--- config.mk ---
export PLATFORM = sky130hd
export DESIGN_NAME = if_fetch_stage
export DESIGN_NICKNAME = d
export VERILOG_FILES = /design/src/rtl/cpu_pkg.sv /design/src/rtl/if_id_reg.sv /design/src/rtl/if_fetch_stage.sv
export SDC_FILE = /design/constraint.sdc
export NUM_CORES = 1
export LEC_CHECK = 0
export ABC_AREA = 1
export CORE_UTILIZATION = 40
export DETAILED_ROUTE_END_ITERATION = 10
export GPL_TIMING_DRIVEN = 0
export PLACE_DENSITY = 0.68
export SYNTH_ARGS = -nofsm -noshare
export SYNTH_HDL_FRONTEND = slang
export SYNTH_SLANG_ARGS = --single-unit
--- constraint.sdc ---
create_clock -name clk -period 4.3 [get_ports clk]
set_input_delay 0.645 -clock clk [delete_from_list [all_inputs] [get_ports clk]]
set_output_delay 0.645 -clock clk [all_outputs]
set_load 0.02 [all_outputs]
--- src/rtl/cpu_pkg.sv ---
// cpu_pkg: shared fetch-stage types and constants
package cpu_pkg;
    localparam int INSTR_W = 32;
    localparam logic [31:0] PC_INC = 32'd4;
    localparam logic [INSTR_W-1:0] NOP_INSTR_DEF = 32'h0000_0000;
    typedef enum logic [1:0] {FETCH = 2'd0, HOLD = 2'd1, DRAIN = 2'd2} fetch_state_e;
endpackage

--- src/rtl/if_id_reg.sv ---
// if_id_reg: IF/ID pipeline register with flush-over-load priority
module if_id_reg
    import cpu_pkg::*;
#(
    parameter logic [INSTR_W-1:0] NOP_INSTR = NOP_INSTR_DEF
) (
    input  logic               clk,
    input  logic               rst_n,
    input  logic               load_i,
    input  logic               flush_i,
    input  logic [31:0]        pc_i,
    input  logic [INSTR_W-1:0] instr_i,
    output logic [31:0]        id_pc_o,
    output logic [INSTR_W-1:0] id_instr_o,
    output logic               id_valid_o
);
    logic [31:0]        pc_q, pc_d;
    logic [INSTR_W-1:0] instr_q, instr_d;
    logic               valid_q, valid_d;

    always_comb begin
        pc_d    = flush_i ? 32'd0 : load_i ? pc_i : pc_q;
        instr_d = flush_i ? NOP_INSTR : load_i ? instr_i : instr_q;
        valid_d = flush_i ? 1'b0 : load_i ? 1'b1 : valid_q;
    end

    always_ff @(posedge clk or negedge rst_n) begin
        if (!rst_n) begin
            pc_q    <= 32'd0;
            instr_q <= NOP_INSTR;
            valid_q <= 1'b0;
        end else begin
            pc_q    <= pc_d;
            instr_q <= instr_d;
            valid_q <= valid_d;
        end
    end

    assign id_pc_o    = pc_q;
    assign id_instr_o = instr_q;
    assign id_valid_o = valid_q;
endmodule

--- src/rtl/if_fetch_stage.sv ---
// if_fetch_stage: PC, imem req/ack sequencing, skid buffer and IF/ID loading
module if_fetch_stage
    import cpu_pkg::*;
#(
    parameter logic [31:0]        RESET_PC  = 32'h0000_0000,
    parameter logic [INSTR_W-1:0] NOP_INSTR = NOP_INSTR_DEF
) (
    input  logic               clk,
    input  logic               rst_n,
    input  logic [31:0]        nextaddr,
    input  logic               branch,
    input  logic               stall,
    output logic [31:0]        addr1,
    output logic               imem_req,
    output logic [31:0]        imem_addr,
    input  logic               imem_ack,
    input  logic [INSTR_W-1:0] imem_rdata,
    output logic [31:0]        id_pc,
    output logic [INSTR_W-1:0] id_instr,
    output logic               id_valid
);
    fetch_state_e       state_q, state_d;
    logic [31:0]        pc_q, pc_d, req_addr_q, req_addr_d, skid_pc_q, skid_pc_d;
    logic [INSTR_W-1:0] skid_instr_q, skid_instr_d, ld_instr;
    logic [31:0]        ld_pc;
    logic               load, flush;

    always_comb begin
        state_d      = state_q;
        pc_d         = pc_q;
        req_addr_d   = req_addr_q;
        skid_pc_d    = skid_pc_q;
        skid_instr_d = skid_instr_q;
        load         = 1'b0;
        flush        = branch;
        ld_pc        = req_addr_q;
        ld_instr     = imem_rdata;
        if (branch) begin
            pc_d         = nextaddr;
            skid_pc_d    = 32'd0;
            skid_instr_d = NOP_INSTR;
        end
        case (state_q)
            FETCH: begin
                if (branch) begin
                    req_addr_d = imem_ack ? nextaddr : req_addr_q;
                    state_d    = imem_ack ? FETCH : DRAIN;
                end else if (imem_ack && !stall) begin
                    load       = 1'b1;
                    pc_d       = nextaddr;
                    req_addr_d = nextaddr;
                end else if (imem_ack) begin
                    skid_pc_d    = req_addr_q;
                    skid_instr_d = imem_rdata;
                    pc_d         = nextaddr;
                    state_d      = HOLD;
                end
            end
            HOLD: begin
                if (branch) begin
                    req_addr_d = nextaddr;
                    state_d    = FETCH;
                end else if (!stall) begin
                    load       = 1'b1;
                    ld_pc      = skid_pc_q;
                    ld_instr   = skid_instr_q;
                    req_addr_d = pc_q;
                    state_d    = FETCH;
                end
            end
            default: begin
                // the refetch follows any redirect that landed while draining
                if (imem_ack) begin
                    req_addr_d = pc_d;
                    state_d    = FETCH;
                end
            end
        endcase
    end

    always_ff @(posedge clk or negedge rst_n) begin
        if (!rst_n) begin
            state_q      <= FETCH;
            pc_q         <= RESET_PC;
            req_addr_q   <= RESET_PC;
            skid_pc_q    <= 32'd0;
            skid_instr_q <= NOP_INSTR;
        end else begin
            state_q      <= state_d;
            pc_q         <= pc_d;
            req_addr_q   <= req_addr_d;
            skid_pc_q    <= skid_pc_d;
            skid_instr_q <= skid_instr_d;
        end
    end

    assign addr1     = pc_q + PC_INC;
    assign imem_req  = state_q != HOLD;
    assign imem_addr = req_addr_q;

    if_id_reg #(.NOP_INSTR(NOP_INSTR)) u_if_id (
        .clk       (clk),
        .rst_n     (rst_n),
        .load_i    (load),
        .flush_i   (flush),
        .pc_i      (ld_pc),
        .instr_i   (ld_instr),
        .id_pc_o   (id_pc),
        .id_instr_o(id_instr),
        .id_valid_o(id_valid)
    );
endmodule

# Word level (Yosys, flattened, before mapping)

Cells that the tools add are included.

Shift operators: 0
Reduce and logical (&&, ||, !) cells: 7
Equality and inequality tests: 7
Add/sub/neg operators: 1
Div/mod/pow operators: 0
Multipliers: 0
Multiplexer cells: 45
Bitwise gates (word level): 0
Magnitude comparators: 0

Operators by type and width:

| kind                                                             | count |
|---|---|
| 32-bit two-way mux                                               | 29 |
| 32-bit case mux with 2 select lines                              | 1 |
| 32-bit by 3-bit adder with 32-bit output (second input constant) | 1 |
| 3-bit != test (second input constant)                            | 5 |
| 2-bit two-way mux                                                | 7 |
| 4-bit AND reduction                                              | 2 |
| 1-bit two-way mux                                                | 6 |
| 2-bit case mux with 2 select lines                               | 1 |
| 3-bit nonzero test                                               | 1 |
| 2-bit by 1-bit == test with 1-bit output (second input constant) | 1 |
| 2-bit logical NOT                                                | 1 |
| 2-bit by 1-bit != test with 1-bit output (second input constant) | 1 |
| 1-bit case mux with 2 select lines                               | 1 |
| 2-bit nonzero test                                               | 1 |
| 1-bit logical AND                                                | 1 |
| 1-bit logical NOT                                                | 1 |

Bits in registers: 195
Memory bits (writable): 0
Word-level logic and storage cells: 68
Latch bits: 0
Input port bits: 69
ROM bits: 0
Memories kept: 0

# Longest topological paths before layout

Gate-level depths: netlist of the first run.

Depth after elaboration: 7
Depth in mapped cells: 9
Gate-level depth less buffers: 8

# Modules after synthesis

Synthesis of the first run repeated with hierarchy kept, for this count alone.

Cells, all modules: 1,432
Area, all modules: 10,308.6 µm²

Modules (own cells, without submodules):

| module         | cells an instance | area each (µm²) | instances | seq. area each (µm²) |
|---|---|---|---|---|
| if_fetch_stage | 1,152             | 7,749.9         | 1         | 3,253.1 |
| if_id_reg      | 280               | 2,558.7         | 1         | 1,626.6 |

# Worst setup path before layout of the first run

OpenSTA, ideal clock, no wires.

Path type: register -> output
From: reg pc_q[2]
To: out addr1[16]
Required time: 3,655 ps
Arrival time: 1,485 ps
Slack: 2,170 ps
Cell stages (with the launch flop): 6
Cell sequence: dfrtp_1 -> ha_1 -> nand3_1 -> nor2_1 -> nand3_1 -> xnor2_1

Word-level cells in the longest chain between the ends: 1

RTL lines:

| element                                  | RTL line             | text |
|---|---|---|
| start: declaration                       | if_fetch_stage.sv:23 | `logic [31:0] pc_q, pc_d, req_addr_q, req_addr_d, skid_pc_q, skid_pc_d;` |
| start signal: assignment                 | if_fetch_stage.sv:90 | `pc_q <= pc_d;` |
| 32-bit by 3-bit adder with 32-bit output | if_fetch_stage.sv:97 | `assign addr1 = pc_q + PC_INC;` |
| end: declaration                         | if_fetch_stage.sv:13 | `output logic [31:0] addr1,` |

No other way between the ends.

# Worst setup path after layout of the first run

Same ends and word-level chain as after synthesis.

==> flow_metrics.env, run 1 <==
export IMPL_cts_buffers_inserted=17
export IMPL_synth_flop_cell="dfrtp_1"
export IMPL_finalSetupTns_ps=0
export IMPL_hold_path_class="in2async"
export IMPL_ff2ff_setup_slack_ps=2450
export IMPL_grt_pass1_vias=9686
export IMPL_initialDrtViolationCount=933
export IMPL_power_density_nw_per_um2=438
export IMPL_critical_path_buf_inv_count=1
export IMPL_dp_hpwl_mm=23.6
export IMPL_via_per_inst=5.26
export IMPL_post_route_util_pct=53.2
export IMPL_r2r_start="state_q[0]$_DFFE_PN0P_"
export IMPL_drc=0
export IMPL_crit_top_cell="nand3_1"
export IMPL_cpPeakStageDelay_ps=640
export IMPL_cap_violations=0
export IMPL_cp_max_fo=5
export IMPL_die_w_um=163
export IMPL_nNetsFinal=1717
export IMPL_gp_congestion=0.938
export IMPL_yosysMostFrequentCell="nand2_1"
export IMPL_synth_mux_area_share_pct=0
export IMPL_grt_overflow_total=0
export IMPL_n_antenna_cell=0
export IMPL_endpoint_kind="primary output"
export IMPL_fp_coreArea_sq_um=25300
export IMPL_wl_mm=32.4
export IMPL_critPathRequiredTime_ps=3650
export IMPL_worstSetupEndpoint="addr1[16]"
export IMPL_ctsRootBufferMaster="clkbuf_16"
export IMPL_hold_ws_ps=179
export IMPL_ioPinCount=199
export IMPL_vias=10500
export IMPL_worstPathCellList="ha_1 -> nand3_1 -> nor2_1 -> nand3_1 -> xnor2_1 -> clkdlybuf4s50_1"
export IMPL_antenna_left=0
export IMPL_async_flop_share_pct=100
export IMPL_multiInputGateArea_sq_um=4790
export IMPL_ys_seq_elements=195
export IMPL_met2_usage_pct=38.7
export IMPL_cts_hold_buf=0
export IMPL_status="finished, final reports clean"
export IMPL_syn_avg_cell_area_sq_um=7.28
export IMPL_synth_top_family_by_area="simple AND/OR/NAND/NOR gates"
export IMPL_slew_viol_final=0
export IMPL_drive_above_1_share_pct=5.54
export IMPL_cts_repair_resized=0
export IMPL_yosys_area_top_type="dfrtp_1"
export IMPL_wl_per_cell_um=16.3
export IMPL_met3_usage_pct=3.56
export IMPL_placementRows=58
export IMPL_clock_sinks=195
export IMPL_synth_compound_area_share_pct=8.37
export IMPL_power_leakage_nw=6.45
export IMPL_max_freq_ghz=0.305
export IMPL_seqCellArea_sq_um=4880
export IMPL_grt_max_degree=111
export IMPL_floorplan_initialDensity_pct=41.1
export IMPL_rsz0062_at_grt="no"
export IMPL_cp_depth=6
export IMPL_post_cts_buffers=0
export IMPL_ys_warnings_count=0
export IMPL_synthAdderAreaFrac_pct=0.120
export IMPL_fill_cells=2428
export IMPL_die_area_sq_um=26700
export IMPL_synthTopCellsByCount="578 x nand2_1, 198 x nand3_1, 195 x dfrtp_1"
export IMPL_r2r_cells=5
export IMPL_post_synth_xor_area_fraction_pct=1.26
export IMPL_io_buffer_count=198
export IMPL_clock_latency_ps=440
export IMPL_die_y_um=163
export IMPL_timing_final_crit_share_pct=76.3
export IMPL_startpoint_type="register"
export IMPL_total_power_mw=5.90
export IMPL_slew_headroom_pct=54.2
export IMPL_cts_tree="built"
export IMPL_setup_violations_final=0
export IMPL_netlist_top_cells_area="dfrtp_1 47%, nand2_1 21%, nand3_1 9.5%"
export IMPL_clock_path_buffers=2
export IMPL_tightestPinTransition_ps=687
export IMPL_h_tree_depth=4
export IMPL_fin_worst_skew_ps=10.2
export IMPL_synth_top_area_share_pct=46.9
export IMPL_busiest_layer="met2"
export IMPL_dr_pass1_iters=5
export IMPL_syn_area_sq_um=10400
export IMPL_synth_distinct_cells=26
export IMPL_worstSetupPathType="reg2out"
export IMPL_ir_drop_v=0.000235
export IMPL_critPathSlowestCell="clkdlybuf4s50_1"
export IMPL_synthCells=1429
export IMPL_yosys_area_share_simple_pct=36.3
export IMPL_clk_pin_slew_ps=80
export IMPL_seq_area_frac_synth_pct=46.9
export IMPL_antenna_found_initial=0
export IMPL_syn_num_nets=1499
export IMPL_cp_top_family="buffers and inverters"
export IMPL_area_delta_synth_final_pct=29.6
export IMPL_min_period_ps=3280
export IMPL_r2r_end="skid_pc_q[21]$_DFF_PN0_"
export IMPL_grt_pass1_wl_mm=51.2
export IMPL_hold_viol_final=0
export IMPL_grt_usage_pct=24.5
export IMPL_met1_usage_pct=34.4
export IMPL_startpoint="pc_q[2]$_DFF_PN0_"
export IMPL_cp_arrival_ps=2640
export IMPL_synth_edf_count=0
-- sequential cells by signal (all words and copies together), names as in the netlist --
signal / count
imem_addr: 32
pc_q: 32
skid_instr_q: 32
skid_pc_q: 32
state_q: 2
u_if_id.id_instr_o: 32
u_if_id.id_pc_o: 32
u_if_id.id_valid_o: 1
-- per-layer routing --
metal | vias to the layer above | wire [um]
li1 | 5147 | -
met1 | 4876 | 14800
met2 | 395 | 14800
met3 | 46 | 2060
met4 | 0 | 747
met5 | - | 0
-- power breakdown --
group	switching [mW]	leakage, nW	internal (mW)
registers	0.297	2.58	2.07
clock network	0.760	0.314	1.01
logic	1.05	3.56	0.712
total	2.10	6.45	3.80
-- how the worst min path moves through the flow --
stage,endpoint,slack [ps]
4_1_cts,u_if_id.id_instr_o[4]$_DFFE_PN0P_,210
5_1_grt,u_if_id.id_instr_o[4]$_DFFE_PN0P_,230
3_5_place_dp,u_if_id.id_valid_o$_DFFE_PN0P_,480
6_report,u_if_id.id_instr_o[4]$_DFFE_PN0P_,180
2_1_floorplan,imem_addr[0]$_DFFE_PN0P_,350
3_3_place_gp,u_if_id.id_valid_o$_DFFE_PN0P_,470
-- layout by cell type (no fill, tap or decap) --
| master | n |
|---|---|
| a21o_1 | 1 |
| a21oi_1 | 12 |
| a21oi_2 | 1 |
| buf_1 | 13 |
| buf_16 | 1 |
| buf_2 | 39 |
| buf_4 | 13 |
| buf_8 | 1 |
| bufinv_16 | 4 |
| clkbuf_1 | 44 |
| clkbuf_16 | 17 |
| clkbuf_8 | 1 |
| clkdlybuf4s50_1 | 197 |
| clkinv_4 | 1 |
| clkinvlp_4 | 2 |
| dfrtp_1 | 195 |
| ha_1 | 1 |
| inv_1 | 56 |
| inv_2 | 3 |
| inv_6 | 4 |
| inv_8 | 3 |
| nand2_1 | 578 |
| nand2_2 | 1 |
| nand3_1 | 198 |
| nand3b_1 | 1 |
| nand4_1 | 66 |
| nor2_1 | 48 |
| nor2_2 | 1 |
| nor3_1 | 1 |
| o211ai_1 | 32 |
| o21ai_0 | 104 |
| o21ai_1 | 4 |
| o22ai_1 | 1 |
| o31ai_1 | 1 |
| xnor2_1 | 6 |
| xor2_1 | 9 |
-- cell families after synthesis --
logic type / count (synthesis)
AND/OR/NAND/NOR: 894
buffers and inverters: 168
XOR/XNOR: 15
adder cells (fa/ha/maj): 1
flip-flops: 195
AO/OA/AOI/OAI: 156
-- layout make-up --
cell class / count / share of cell area (%)
flip-flops and latches: 195 / 36.2
multi-input cells: 1066 / 35.6
plain buffers: 109 / 3.76
inverters: 59 / 1.64
clock inverters: 14 / 1.58
well taps: 330 / 3.06
repair buffers: 199 / 14.9
clock buffers: 18 / 3.26
-- per-stage QoR --
step                setup WS [ps]  instance area, sq um  instances
floorplan                    2170                 10400       1429
global placement            -5820                 12800       1957
detailed placement           1530                 12800       1958
CTS                          1020                 13500       1990
global route                  852                 13500       1990
finish                       1020                 13500       1990
-- worst reg2reg max path: cells and delay by family (launching register included) --
kind	cells	cell delay, ps
AO/OA/AOI/OAI	2	630
flip-flops	1	410
buffers and inverters	2	540
AND/OR/NAND/NOR	1	150
(Power assumes the default switching activity.)
==> inputs of run 2 (changes only) <==
- clock period: 4.3 -> 3.4 ns (I/O delays scaled with it)
==> results of run 2 <==
The final DEF is identical to that of run 1. Status: finished, final reports clean.
Among the figures that moved: setup slack after placement 1530 ps -> 767 ps; setup slack after layout 1020 ps -> 254 ps; hold slack 179 ps -> 43.5 ps; register-to-register setup slack 2450 ps -> 1550 ps; total power 5.90 mW -> 7.46 mW; worst IR drop on VDD 0.000235 V -> 0.000297 V
==> inputs of run 3 (changes only) <==
- CORE_UTILIZATION: 40 -> 53
- PLACE_DENSITY: 0.68 -> 0.85
==> flow_metrics.env, run 3 (same netlist as run 1, synthesis figures left out) <==
export IMPL_clock_latency_ps=430
export IMPL_cts_hold_buf=0
export IMPL_hold_path_class="in2async"
export IMPL_worstSetupPathType="reg2out"
export IMPL_cp_max_fo=5
export IMPL_critPathSlowestCell="clkdlybuf4s50_1"
export IMPL_grt_pass1_wl_mm=50.1
export IMPL_nNetsFinal=1717
export IMPL_die_y_um=142
export IMPL_critical_path_buf_inv_count=1
export IMPL_power_leakage_nw=6.42
export IMPL_wl_per_cell_um=16.2
export IMPL_n_antenna_cell=0
export IMPL_fin_worst_skew_ps=6.80
export IMPL_io_buffer_count=198
export IMPL_ioPinCount=199
export IMPL_final_cell_mix="578 x nand2_1, 198 x nand3_1, 197 x clkdlybuf4s50_1, 195 x dfrtp_1, 104 x o21ai_0"
export IMPL_drive_above_1_share_pct=5.42
export IMPL_floorplan_initialDensity_pct=54.9
export IMPL_clock_path_buffers=2
export IMPL_clk_pin_slew_ps=70
export IMPL_r2r_cells=7
export IMPL_cap_violations=0
export IMPL_cts_buffers_inserted=17
export IMPL_tightestPinTransition_ps=724
export IMPL_cts_repair_resized=0
export IMPL_cpPeakStageDelay_ps=640
export IMPL_h_tree_depth=4
export IMPL_worstPathCellList="ha_1 -> nand3_1 -> nor2_1 -> nand3_1 -> xnor2_1 -> clkdlybuf4s50_1"
export IMPL_via_per_inst=5.61
export IMPL_finalSetupTns_ps=0
export IMPL_cp_top_family="buffers and inverters"
export IMPL_post_dp_cell_area_sq_um=12700
export IMPL_final_cell_area_sq_um=13300
export IMPL_hold_viol_final=0
export IMPL_startpoint_type="register"
export IMPL_grt_pass1_vias=9975
export IMPL_critPathRequiredTime_ps=2890
export IMPL_clock_sinks=195
export IMPL_power_density_nw_per_um2=543
export IMPL_fill_cells=1593
export IMPL_wl_mm=31.0
export IMPL_die_w_um=142
export IMPL_vias=10800
export IMPL_endpoint_kind="primary output"
export IMPL_slew_viol_final=0
export IMPL_min_period_ps=3120
export IMPL_antenna_found_initial=0
export IMPL_die_area_sq_um=20200
export IMPL_antenna_left=0
export IMPL_max_freq_ghz=0.320
export IMPL_grt_overflow_total=0
export IMPL_initialDrtViolationCount=1133
export IMPL_dr_pass1_iters=6
export IMPL_ir_drop_v=0.000491
export IMPL_gp_congestion=0.921
export IMPL_dp_hpwl_mm=22.6
export IMPL_grt_usage_pct=31.6
export IMPL_timing_final_crit_share_pct=91.9
export IMPL_total_power_mw=7.24
export IMPL_grt_max_degree=100
export IMPL_crit_top_cell="nand3_1"
export IMPL_fp_coreArea_sq_um=19000
export IMPL_cp_depth=6
export IMPL_layout_commonest_cell="nand2_1"
export IMPL_setup_violations_final=0
export IMPL_post_route_util_pct=70.4
export IMPL_area_delta_synth_final_pct=28.2
export IMPL_ctsRootBufferMaster="clkbuf_16"
export IMPL_cts_tree="built"
export IMPL_status="finished, final reports clean"
export IMPL_slew_headroom_pct=51.7
export IMPL_placementRows=50
export IMPL_hold_ws_ps=117
export IMPL_rsz0062_at_grt="no"
export IMPL_cp_arrival_ps=2610
export IMPL_drc=0
export IMPL_post_cts_buffers=0
## run 3: cell count changes in the layout (fill, tap and decap cells not counted)
cell	change
clkinv_4	+3
inv_6	-3
inv_8	-3
bufinv_16	-2
clkbuf_8	+2
clkbuf_1	+1
clkinvlp_4	+1
## run 3: per-layer routing
| metal | GRT usage (%) | wire [um] | up-vias |
|---|---|---|---|
| li1 | - | - | 5147 |
| met1 | 43.0 | 13200 | 5038 |
| met2 | 51.3 | 14600 | 509 |
| met3 | 4.48 | 2440 | 65 |
| met4 | 12.2 | 867 | 0 |
| met5 | 0 | 0 | - |
## run 3: power breakdown
part | internal (mW) | leakage (nW) | total, mW | switching, mW
clock network | 1.15 | 0.282 | 2.03 | 0.887
logic | 0.902 | 3.56 | 2.22 | 1.31
registers | 2.62 | 2.58 | 3.00 | 0.374
total | 4.67 | 6.42 | 7.24 | 2.58
## run 3: layout make-up
cell class | instances | area (sq um) | area share, %
multi-input combinational | 1066 | 4790 | 35.9
inverter | 59 | 221 | 1.66
timing repair buffer | 199 | 2010 | 15.1
clock inverter | 10 | 126 | 0.947
clock buffer | 21 | 470 | 3.53
tap | 260 | 325 | 2.44
buffer | 109 | 507 | 3.80
sequential | 195 | 4880 | 36.6
## run 3: final timing paths
path                            slack (ps)                      startpoint                           endpoint
worst min-delay path                   120                           rst_n  u_if_id.id_instr_o[6]$_DFFE_PN0P_
worst max-delay path                   280               pc_q[2]$_DFF_PN0_                          addr1[16]
min in group clk                       490  u_if_id.id_valid_o$_DFFE_PN0P_     u_if_id.id_valid_o$_DFFE_PN0P_
max in group asynchronous             2360                           rst_n             skid_pc_q[8]$_DFF_PN0_
worst min register to register         490  u_if_id.id_valid_o$_DFFE_PN0P_     u_if_id.id_valid_o$_DFFE_PN0P_
worst max register to register        1550          state_q[0]$_DFFE_PN0P_           imem_addr[8]$_DFFE_PN0P_
## run 3: through the flow
stage | worst slack [ps] | cells
global route | 120 | 1919
global placement | -6100 | 1887
finish | 275 | 1919
floorplan | 1410 | 1429
CTS | 297 | 1919
detailed placement | 798 | 1888
